**src/rtl/wave_capture.sv**
```systemverilog
// Captures a zero-crossing-aligned window of audio samples into the back bank
// of a double-buffered display RAM, flipping banks only while the display is idle.
module wave_capture #(
  parameter int ADDR_WIDTH = 8
) (
  input  logic                  clk,
  input  logic                  reset,
  input  logic                  new_sample_ready,
  input  logic [15:0]           new_sample_in,
  input  logic                  wave_display_idle,
  output logic                  write_enable,
  output logic [ADDR_WIDTH:0]   write_address,
  output logic [7:0]            write_sample,
  output logic                  read_index
);

  typedef enum logic [1:0] {
    S_ARMED  = 2'd0,
    S_ACTIVE = 2'd1,
    S_WAIT   = 2'd2
  } state_t;

  state_t                state_q;
  logic [ADDR_WIDTH-1:0] count_q;
  logic                  prev_neg_q;
  logic                  write_enable_q;
  logic [ADDR_WIDTH:0]   write_address_q;
  logic [7:0]            write_sample_q;
  logic                  read_index_q;

  logic                  trigger_d;
  logic [7:0]            write_sample_d;

  // Offset-binary top byte: flipping the sign bit maps -32768..32767 onto 0..255.
  assign write_sample_d = {~new_sample_in[15], new_sample_in[14:8]};
  assign trigger_d      = new_sample_ready && prev_neg_q && !new_sample_in[15];

  always_ff @(posedge clk or negedge reset) begin
    if (!reset) begin
      state_q         <= S_ARMED;
      count_q         <= '0;
      prev_neg_q      <= 1'b0;
      write_enable_q  <= 1'b0;
      write_address_q <= '0;
      write_sample_q  <= '0;
      read_index_q    <= 1'b0;
    end else begin
      write_enable_q <= 1'b0;
      if (new_sample_ready) begin
        prev_neg_q <= new_sample_in[15];
      end
      case (state_q)
        S_ARMED: begin
          if (trigger_d) begin
            write_enable_q  <= 1'b1;
            write_address_q <= {~read_index_q, {ADDR_WIDTH{1'b0}}};
            write_sample_q  <= write_sample_d;
            count_q         <= {{(ADDR_WIDTH-1){1'b0}}, 1'b1};
            state_q         <= S_ACTIVE;
          end
        end
        S_ACTIVE: begin
          if (new_sample_ready) begin
            write_enable_q  <= 1'b1;
            write_address_q <= {~read_index_q, count_q};
            write_sample_q  <= write_sample_d;
            count_q         <= count_q + 1'b1;
            if (count_q == {ADDR_WIDTH{1'b1}}) begin
              state_q <= S_WAIT;
            end
          end
        end
        S_WAIT: begin
          // A sample arriving on the exit cycle only refreshes prev_neg_q.
          if (wave_display_idle) begin
            read_index_q <= ~read_index_q;
            state_q      <= S_ARMED;
          end
        end
        default: begin
          state_q <= S_ARMED;
        end
      endcase
    end
  end

  assign write_enable  = write_enable_q;
  assign write_address = write_address_q;
  assign write_sample  = write_sample_q;
  assign read_index    = read_index_q;

endmodule

```
**config.mk**
```make
export PLATFORM = sky130hd
export DESIGN_NAME = wave_capture
export DESIGN_NICKNAME = d
export VERILOG_FILES = /design/src/rtl/wave_capture.sv
export SDC_FILE = /design/constraint.sdc
export NUM_CORES = 1
export LEC_CHECK = 0
export CAP_MARGIN = 20
export CORE_UTILIZATION = 40
export CTS_CLUSTER_DIAMETER = 30
export DETAILED_ROUTE_END_ITERATION = 6
export GPL_TIMING_DRIVEN = 0
export PLACE_DENSITY = 0.69
export SLEW_MARGIN = 5
export SYNTH_ARGS = -nofsm -noshare
export SYNTH_HDL_FRONTEND = slang
export SYNTH_SLANG_ARGS = --single-unit
```
**constraint.sdc**
```tcl
create_clock -name clk -period 2.4 [get_ports clk]
set_clock_uncertainty 0.05 [all_clocks]
set_input_delay 0.48 -clock clk [delete_from_list [all_inputs] [get_ports clk]]
set_output_delay 0.48 -clock clk [all_outputs]
set_load 0.01 [all_outputs]
```
## Word level (Yosys, flattened, before mapping)

Cells that the tools add are included.

| word-level totals | value |
|---|---|
| register bits | 30 |
| output and inout port bits | 19 |

| operators by class | value |
|---|---|
| bitwise gates (word level) | 2 |
| add/sub/neg operators | 1 |
| eq/ne operators | 7 |
| mux-type cells | 17 |
| reduce and logical (&&, ||, !) cells | 8 |

Operators with widths:

| cell | number |
|---|---|
| two-way mux 8 bit | 4 |
| one-hot mux 8 bit (2 select lines) | 2 |
| two-way mux 9 bit | 2 |
| one-hot mux 9 bit (2 select lines) | 1 |
| adder 8 x 1 -> 8 bit (second input constant) | 1 |
| == test 8 bit (second input constant) | 1 |
| two-way mux 2 bit | 4 |
| inequality test 2 bit (second input constant) | 4 |
| one-hot mux 2 bit (3 select lines) | 1 |
| AND reduction 4 bit | 1 |
| AND reduction 3 bit | 1 |
| == test 2 x 1 -> 1 bit (second input constant) | 1 |
| == test 2 bit (second input constant) | 1 |
| logical AND 1 bit | 2 |
| logical NOT 2 bit | 1 |
| two-way mux 1 bit | 2 |
| NOT 1 bit | 2 |
| one-hot mux 1 bit (2 select lines) | 1 |
| AND reduction 2 bit | 1 |
| nonzero test 2 bit | 1 |
| logical NOT 1 bit | 1 |

## Longest topological paths before layout

Gate-level depths: netlist of run 1.

| logic depth | value |
|---|---|
| depth after elaboration | 4 |
| mapped depth | 6 |
| depth with buffers taken out | 4 |

## Worst setup path after synthesis of run 1

No wires, ideal clock.

| timing path | value |
|---|---|
| kind | input to register |
| start | input new_sample_in[15] |
| end | register write_sample_q[6], in the netlist write_sample[6] |
| arrival time | 1.412 ns |
| required time | 2.225 ns |
| setup time | 0.125 ns |
| slack | 0.813 ns |
| cell stages on the path | 5 |
| buffers on the path | 1 |
| path through | nand2b_1 > a21o_4 > inv_4 > buf_6 > mux2_4 |

| on the way | value |
|---|---|
| cells in the longest elaborated chain, start to end | 4 |

RTL lines:

| item | line | text |
|---|---|---|
| start: declaration | 9 | `input logic [15:0] new_sample_in,` |
| logical NOT 1 bit | 36 | `assign trigger_d = new_sample_ready && prev_neg_q && !new_sample_in[15];` |
| logical AND 1 bit | 36 |  |
| inequality test 2 bit (no line) | n/a |  |
| AND reduction 3 bit (no line) | n/a |  |
| end signal: assignment | 57 | `write_sample_q <= write_sample_d;` |
| end signal: assignment | 66 | `write_sample_q <= write_sample_d;` |
| end: declaration | 28 | `logic [7:0] write_sample_q;` |

Every way passes these cells.
A chain may end at the register's enable or synchronous reset.

## Final worst setup path of run 1

| timing path | value |
|---|---|
| start | register read_index_q, in the netlist read_index |
| end | output read_index |

RTL lines:

| item | line | text |
|---|---|---|
| start: declaration | 29 | `logic read_index_q;` |
| start signal: assignment | 76 | `read_index_q <= ~read_index_q;` |
| end: declaration | 14 | `output logic read_index` |

No word-level cell between the ends.

==> results.json, run 1 <==
{
  "status": "complete, no violations",
  "groute.usage.overall_pct": 17.6,
  "drt-total-wl_mm": 2.72,
  "antenna-diode-count": 0,
  "report.final.setup_viol": 0,
  "final.fill_count": 320,
  "worst_hold_check_path_type": "input pin to async pin",
  "design.final.nets": 175,
  "boundaryPins": 39,
  "route.vias.total": 1014,
  "htree_levels": 2,
  "route.detailed.wl_per_inst_um": 13.5,
  "timing.final.crit_share_pct": 75.1,
  "drt-initial-drc-count": 23,
  "tns_ns": 0,
  "route.top_layer_used": "met4",
  "worstMarginPinSlew_ns": 0.675,
  "power_density_nw_per_um2": 968,
  "synthCells": 118,
  "cts_tree": "done",
  "yosys.area.top_type": "dfrtp_1",
  "clockBufferDepth": 2,
  "synth-seq-area-share_pct": 53.8,
  "initial_core_util_pct": 41.8,
  "die-area_um2": 3730,
  "post_cts_resize_count": 0,
  "syn_avg_cell_area_um2": 11.8,
  "grt_remaining_overflow": 0,
  "max-cap-violations": 0,
  "final_core_utilization_pct": 55.4,
  "cts_post_setup_buffers_inserted": 0,
  "crit_path_cell_trace": "clkdlybuf4s50_1",
  "place_area_um2": 1740,
  "total_of_buffers_placed_on_input_and_output_ports": 29,
  "worst-r2r-setup-slack_ns": 0.75,
  "ys_types": 33,
  "rows": 21,
  "yosys_warnings": 0,
  "fmaxAchievable_mhz": 555,
  "path_class": "register to output pin",
  "synth.area.top_cells": "dfrtp_1, mux2i_1, mux2_2",
  "place_hpwl_mm": 1.99,
  "worstSkewPairLatency_ns": 0.33,
  "dr.pass1.iters": 4,
  "drv_slew": 0,
  "grt_pass1_wl_mm": 4.57,
  "post_route_cells_drive_above_1_share_pct": 19.4,
  "die_w_um": 61.1,
  "cp.buffers_inverters": 1,
  "antenna_violations_before_repair": 0,
  "ir_drop_uv": 427,
  "met1_length_mm": 1.18,
  "synth.top_cell.area_share_pct": 53.8,
  "gp_congestion": 0.853,
  "critical-path-top-delay-family": "buffers and inverters",
  "cellLeakagePower_uw": 0.000810,
  "critPathRequiredTime_ns": 1.87,
  "largest_net_degree_at_the_start_of_global_routing": 31,
  "die_h_um": 61.1,
  "final_area_um2": 1850,
  "vias_per_cell": 5.04,
  "critical_path.startpoint_type": "register",
  "critPathSlowestCell": "clkdlybuf4s50_1",
  "number_of_global_route_vias_before_repair": 984,
  "placeableCoreArea_um2": 3340,
  "grt_setup_unrepaired": "no",
  "timing_hold_violations_final": 0,
  "critical_path.endpoint_type": "output pin",
  "met2_wirelength_mm": 1.36,
  "cp.arrival_ns": 1.27,
  "clock_sinks": 30,
  "syn_nets": 139,
  "final_antenna_net_count": 0,
  "syn-cell-area_um2": 1400,
  "final_period_minus_worst_setup_slack_ns": 1.80,
  "critical_path.max_fanout": 3,
  "ys_seq_elements": 30,
  "drcViolationCount": 0,
  "timing.max_slew.rel_slack_pct": 55.0,
  "syn2layout_area_growth_pct": 32.6,
  "cts.root.buffer_cell": "clkbuf_4",
  "dr_wl_met3_um": 128,
  "cp_slowest_stage_delay_ns": 0.55,
  "post_cts_hold_buffer_count": 0,
  "clkTransAtPathRegs_ns": 0.10,
  "numCtsBuffers": 5
}
-- final cells by class --
type	count	area, um2	share of cell area [%]
sequential	30	751	40.6
multi-input combinational	72	559	30.2
timing repair buffer	29	285	15.4
clock inverter	2	60.1	3.25
tap	46	57.6	3.11
clock buffer	6	51.3	2.77
inverter	12	47.5	2.57
buffer	4	37.5	2.03
-- stage by stage --
step | std cells | hold WS (ns) | setup slack, ns | total power (uW)
5_1_grt | 201 | 0.164 | 0.552 | 1900
3_5_place_dp | 193 | 0.438 | 0.243 | 1280
6_report | 201 | 0.130 | 0.597 | 1790
2_1_floorplan | 118 | 0.134 | 0.813 | 1020
4_1_cts | 201 | 0.135 | 0.581 | 1810
3_3_place_gp | 193 | 0.430 | 0.261 | 1250
-- cells in the mapped netlist (all sizes together) --
cell type  count
a2111oi        1
a21o           2
a21oi          5
and2b          1
and3           1
buf            3
clkbuf         1
dfrtp         30
ha             1
inv           12
mux2           8
mux2i         10
nand2          8
nand2b         2
nand3          4
nand3b         2
nand4          2
nand4b         1
nand4bb        1
nor2           4
nor3b          1
o21ai          7
o21bai         1
o31ai          2
or3            2
or4            3
xor2           3
-- routing by layer --
| metal | global-route usage [%] | vias up |
|---|---|---|
| met5 | 0 | - |
| met4 | 7.79 | 0 |
| met3 | 6.72 | 6 |
| met2 | 28.1 | 34 |
| met1 | 21.1 | 491 |
| li1 | - | 483 |
-- power breakdown --
group	internal (uW)	total, uW	leakage [uW]	switching (uW)
sequential	628	733	0.000374	105
combinational	286	526	0.000378	240
clock	353	530	0.0000585	177
total	1270	1790	0.000810	522
-- state kept, by name, indices dropped and copies added (netlist names) --
register	cells
write_address	9
count_q	8
write_sample	8
state_q	2
prev_neg_q	1
read_index	1
write_enable	1
-- path summary, 6_finish.rpt --
kind	startpoint	to	cells past startpoint
min	reset	write_address[2]	1
max reg2reg	state_q[1]	write_sample[6]	5
max	read_index	read_index	1
max in group asynchronous	reset	prev_neg_q	1
min in group clk	new_sample_ready	state_q[0]	3
min reg2reg	read_index	read_index	1
-- cells in the final DEF, fill, tap and decap left out, types with 2 or more instances in the layout --
cell,instances
nand3_1,3
nand4_1,2
or4_1,3
nand2_1,8
dfrtp_1,30
nor2_1,4
inv_1,11
o21ai_0,7
clkbuf_4,5
o31ai_1,2
mux2_2,7
bufinv_16,2
buf_6,3
or3_2,2
clkdlybuf4s50_1,28
mux2i_1,10
xor2_1,3
a21oi_1,5
-- cells by family after synthesis --
family          count (synthesis)  share of synthesized area [%]
compound gates                 18                           8.61
xor+xnor                        3                           1.88
fa+ha+maj                       1                          0.897
buf+inv                        16                           6.10
flops                          30                           53.8
mux                            18                           13.9
simple gates                   32                           14.8
Power figures use the tool's default switching activity.
==> inputs of run 2 (changes only) <==
Settings changed: PLACE_DENSITY 0.69 to 0.71.
Clock period 2.4 ns to 1.6 ns, I/O delays scaled along.
==> results.json, run 2 (synthesis results as in run 1) <==
{
  "final_cells": 206,
  "hold_slack_ns": 0.227,
  "initial_core_util_pct": 41.8,
  "antenna-diode-count": 0,
  "worst-r2r-setup-slack_ns": 0.07,
  "design.final.nets": 180,
  "power_density_nw_per_um2": 1240,
  "worstHoldStart": "new_sample_ready",
  "drt-initial-drc-count": 27,
  "drv_slew": 0,
  "route.detailed.wl_per_inst_um": 13.5,
  "grt_remaining_overflow": 0,
  "worst_hold_check_path_type": "input pin to register",
  "timing_hold_violations_final": 0,
  "cts_tree": "done",
  "cellLeakagePower_uw": 0.000917,
  "critPathSlowestCell": "or4_1",
  "timing.max_slew.rel_slack_pct": 65.1,
  "htree_levels": 2,
  "placeableCoreArea_um2": 3340,
  "critical_path.endpoint_type": "register",
  "drt-total-wl_mm": 2.79,
  "path_class": "register to register",
  "critical_path.max_fanout": 4,
  "cp_slowest_stage_delay_ns": 0.48,
  "hold_path_end": "state_q[0]",
  "vias_per_cell": 4.96,
  "die_w_um": 61.1,
  "worst_reg_to_reg_path_cell_count": 4,
  "total_of_buffers_placed_on_input_and_output_ports": 29,
  "clkTransAtPathRegs_ns": 0.10,
  "worstSkewPairLatency_ns": 0.33,
  "report.final.setup_viol": 0,
  "worstMarginPinSlew_ns": 0.523,
  "grt_setup_unrepaired": "no",
  "worstReg2RegEnd": "count_q[6]",
  "grt_pass1_wl_mm": 4.54,
  "number_of_placed_cells_counting_well_taps": 194,
  "die_h_um": 61.1,
  "critical_path.startpoint_type": "register",
  "rows": 21,
  "whs_path_depth": 3,
  "number_of_global_route_vias_before_repair": 1017,
  "final_cell_mix": "dfrtp_1, dlygate4sd2_1, inv_1",
  "max-cap-violations": 0,
  "timing.final.crit_share_pct": 95.8,
  "largest_net_degree_at_the_start_of_global_routing": 21,
  "final_antenna_net_count": 0,
  "crit_path_cell_trace": "ha_1 > nand2_1 > or4_1 > a21oi_1",
  "antenna_violations_before_repair": 0,
  "place_hpwl_mm": 1.96,
  "die-area_um2": 3730,
  "boundaryPins": 39,
  "numCtsBuffers": 5,
  "status": "complete, no violations",
  "cts.root.buffer_cell": "clkbuf_4",
  "route.vias.total": 1021,
  "post_cts_hold_buffer_count": 0,
  "post_route_cells_drive_above_1_share_pct": 23.1,
  "syn2layout_area_growth_pct": 33.6,
  "fmaxAchievable_mhz": 652,
  "clock_sinks": 30,
  "clockBufferDepth": 2,
  "final_period_minus_worst_setup_slack_ns": 1.53,
  "groute.usage.overall_pct": 17.1,
  "ir_drop_uv": 727,
  "drcViolationCount": 0,
  "dr.pass1.iters": 5,
  "critPathRequiredTime_ns": 1.81,
  "largest_reg_flops": 9,
  "final.fill_count": 321,
  "gp_congestion": 0.851,
  "multi_input_comb_area_um2": 582,
  "cp.arrival_ns": 1.75,
  "mostFrequentLayoutCell": "dfrtp_1",
  "r2r-start": "count_q[0]",
  "regArea_um2": 752
}
run 2: cell types whose count changed in the layout (fill, tap and decap cells not counted), moves of 2 or more:
cell / change
buf_4: +4
bufinv_16: -2
clkdlybuf4s50_1: -18
dlygate4sd2_1: +14
dlymetal6s2s_1: +5
run 2: repair_timing:
| action | 4_1_cts | 5_1_grt |
|---|---|---|
| setup endpoints to repair | 15 | 13 |
| cloned | 0 | 1 |
| buffers inserted | 3 | 1 |
| resized for setup | 16 | 8 |
| endpoints found under the hold margin | 0 | 0 |
run 2: worst max-delay path, delay by kind of cell, from the launching register on:
kind / cells / cell delay (ns)
AND/OR/NAND/NOR: 2 / 0.58
flip-flops: 1 / 0.44
adder cells (fa/ha/maj): 1 / 0.24
AO/OA/AOI/OAI: 1 / 0.16
run 2: final cells by class:
cell class                      count  share of cell area [%]
Clock inverter                      2                   0.671
Sequential cell                    30                    40.3
Buffer                              3                    1.41
Inverter                           12                    2.82
Timing Repair Buffer               34                    17.7
Multi-Input combinational cell     73                    31.2
Clock buffer                        6                    2.75
Tap cell                           46                    3.09
run 2: stage by stage:
stage / setup TNS, ns / utilization, % / total power, uW / instance area, um2 / worst slack (ns)
final: 0 / 55.9 / 2310 / 1860 / 0.0673
after floorplan: 0 / - / 1530 / 1400 / 0.0884
after global placement: -14.37 / 52.2 / 1880 / 1740 / -0.379
after CTS: 0 / 54.7 / 2330 / 1820 / 0.00345
after detailed placement: -4.54 / 52.7 / 1920 / 1760 / -0.400
after global routing: 0 / 55.9 / 2470 / 1860 / 0.00482
run 2: worst max path at each step:
| stage | from | endpoint | slack [ns] | cells after the start |
|---|---|---|---|---|
| final | count_q[0] | count_q[6] | 0.07 | 4 |
| after global routing | state_q[1] | count_q[7] | 0.005 | 4 |
| after CTS | write_sample[6] | write_sample[6] | 0.003 | 1 |
| after detailed placement | new_sample_in[15] | write_sample[6] | -0.40 | 6 |
| after global placement | new_sample_in[15] | write_sample[6] | -0.38 | 6 |
| after floorplan | state_q[1] | write_sample[6] | 0.09 | 5 |
run 2: routing by layer:
metal  vias to the layer above  global-route usage [%]  wire (um)
met3                         5                    6.09        173
met1                       487                    20.8       1210
li1                        496                       -          -
met5                         -                       0          0
met2                        33                    27.5       1370
met4                         0                    7.14         36
run 2: power by group:
| part | switching, uW | internal, uW |
|---|---|---|
| registers | 155 | 942 |
| clock network | 266 | 211 |
| logic | 371 | 369 |
| total | 792 | 1520 |
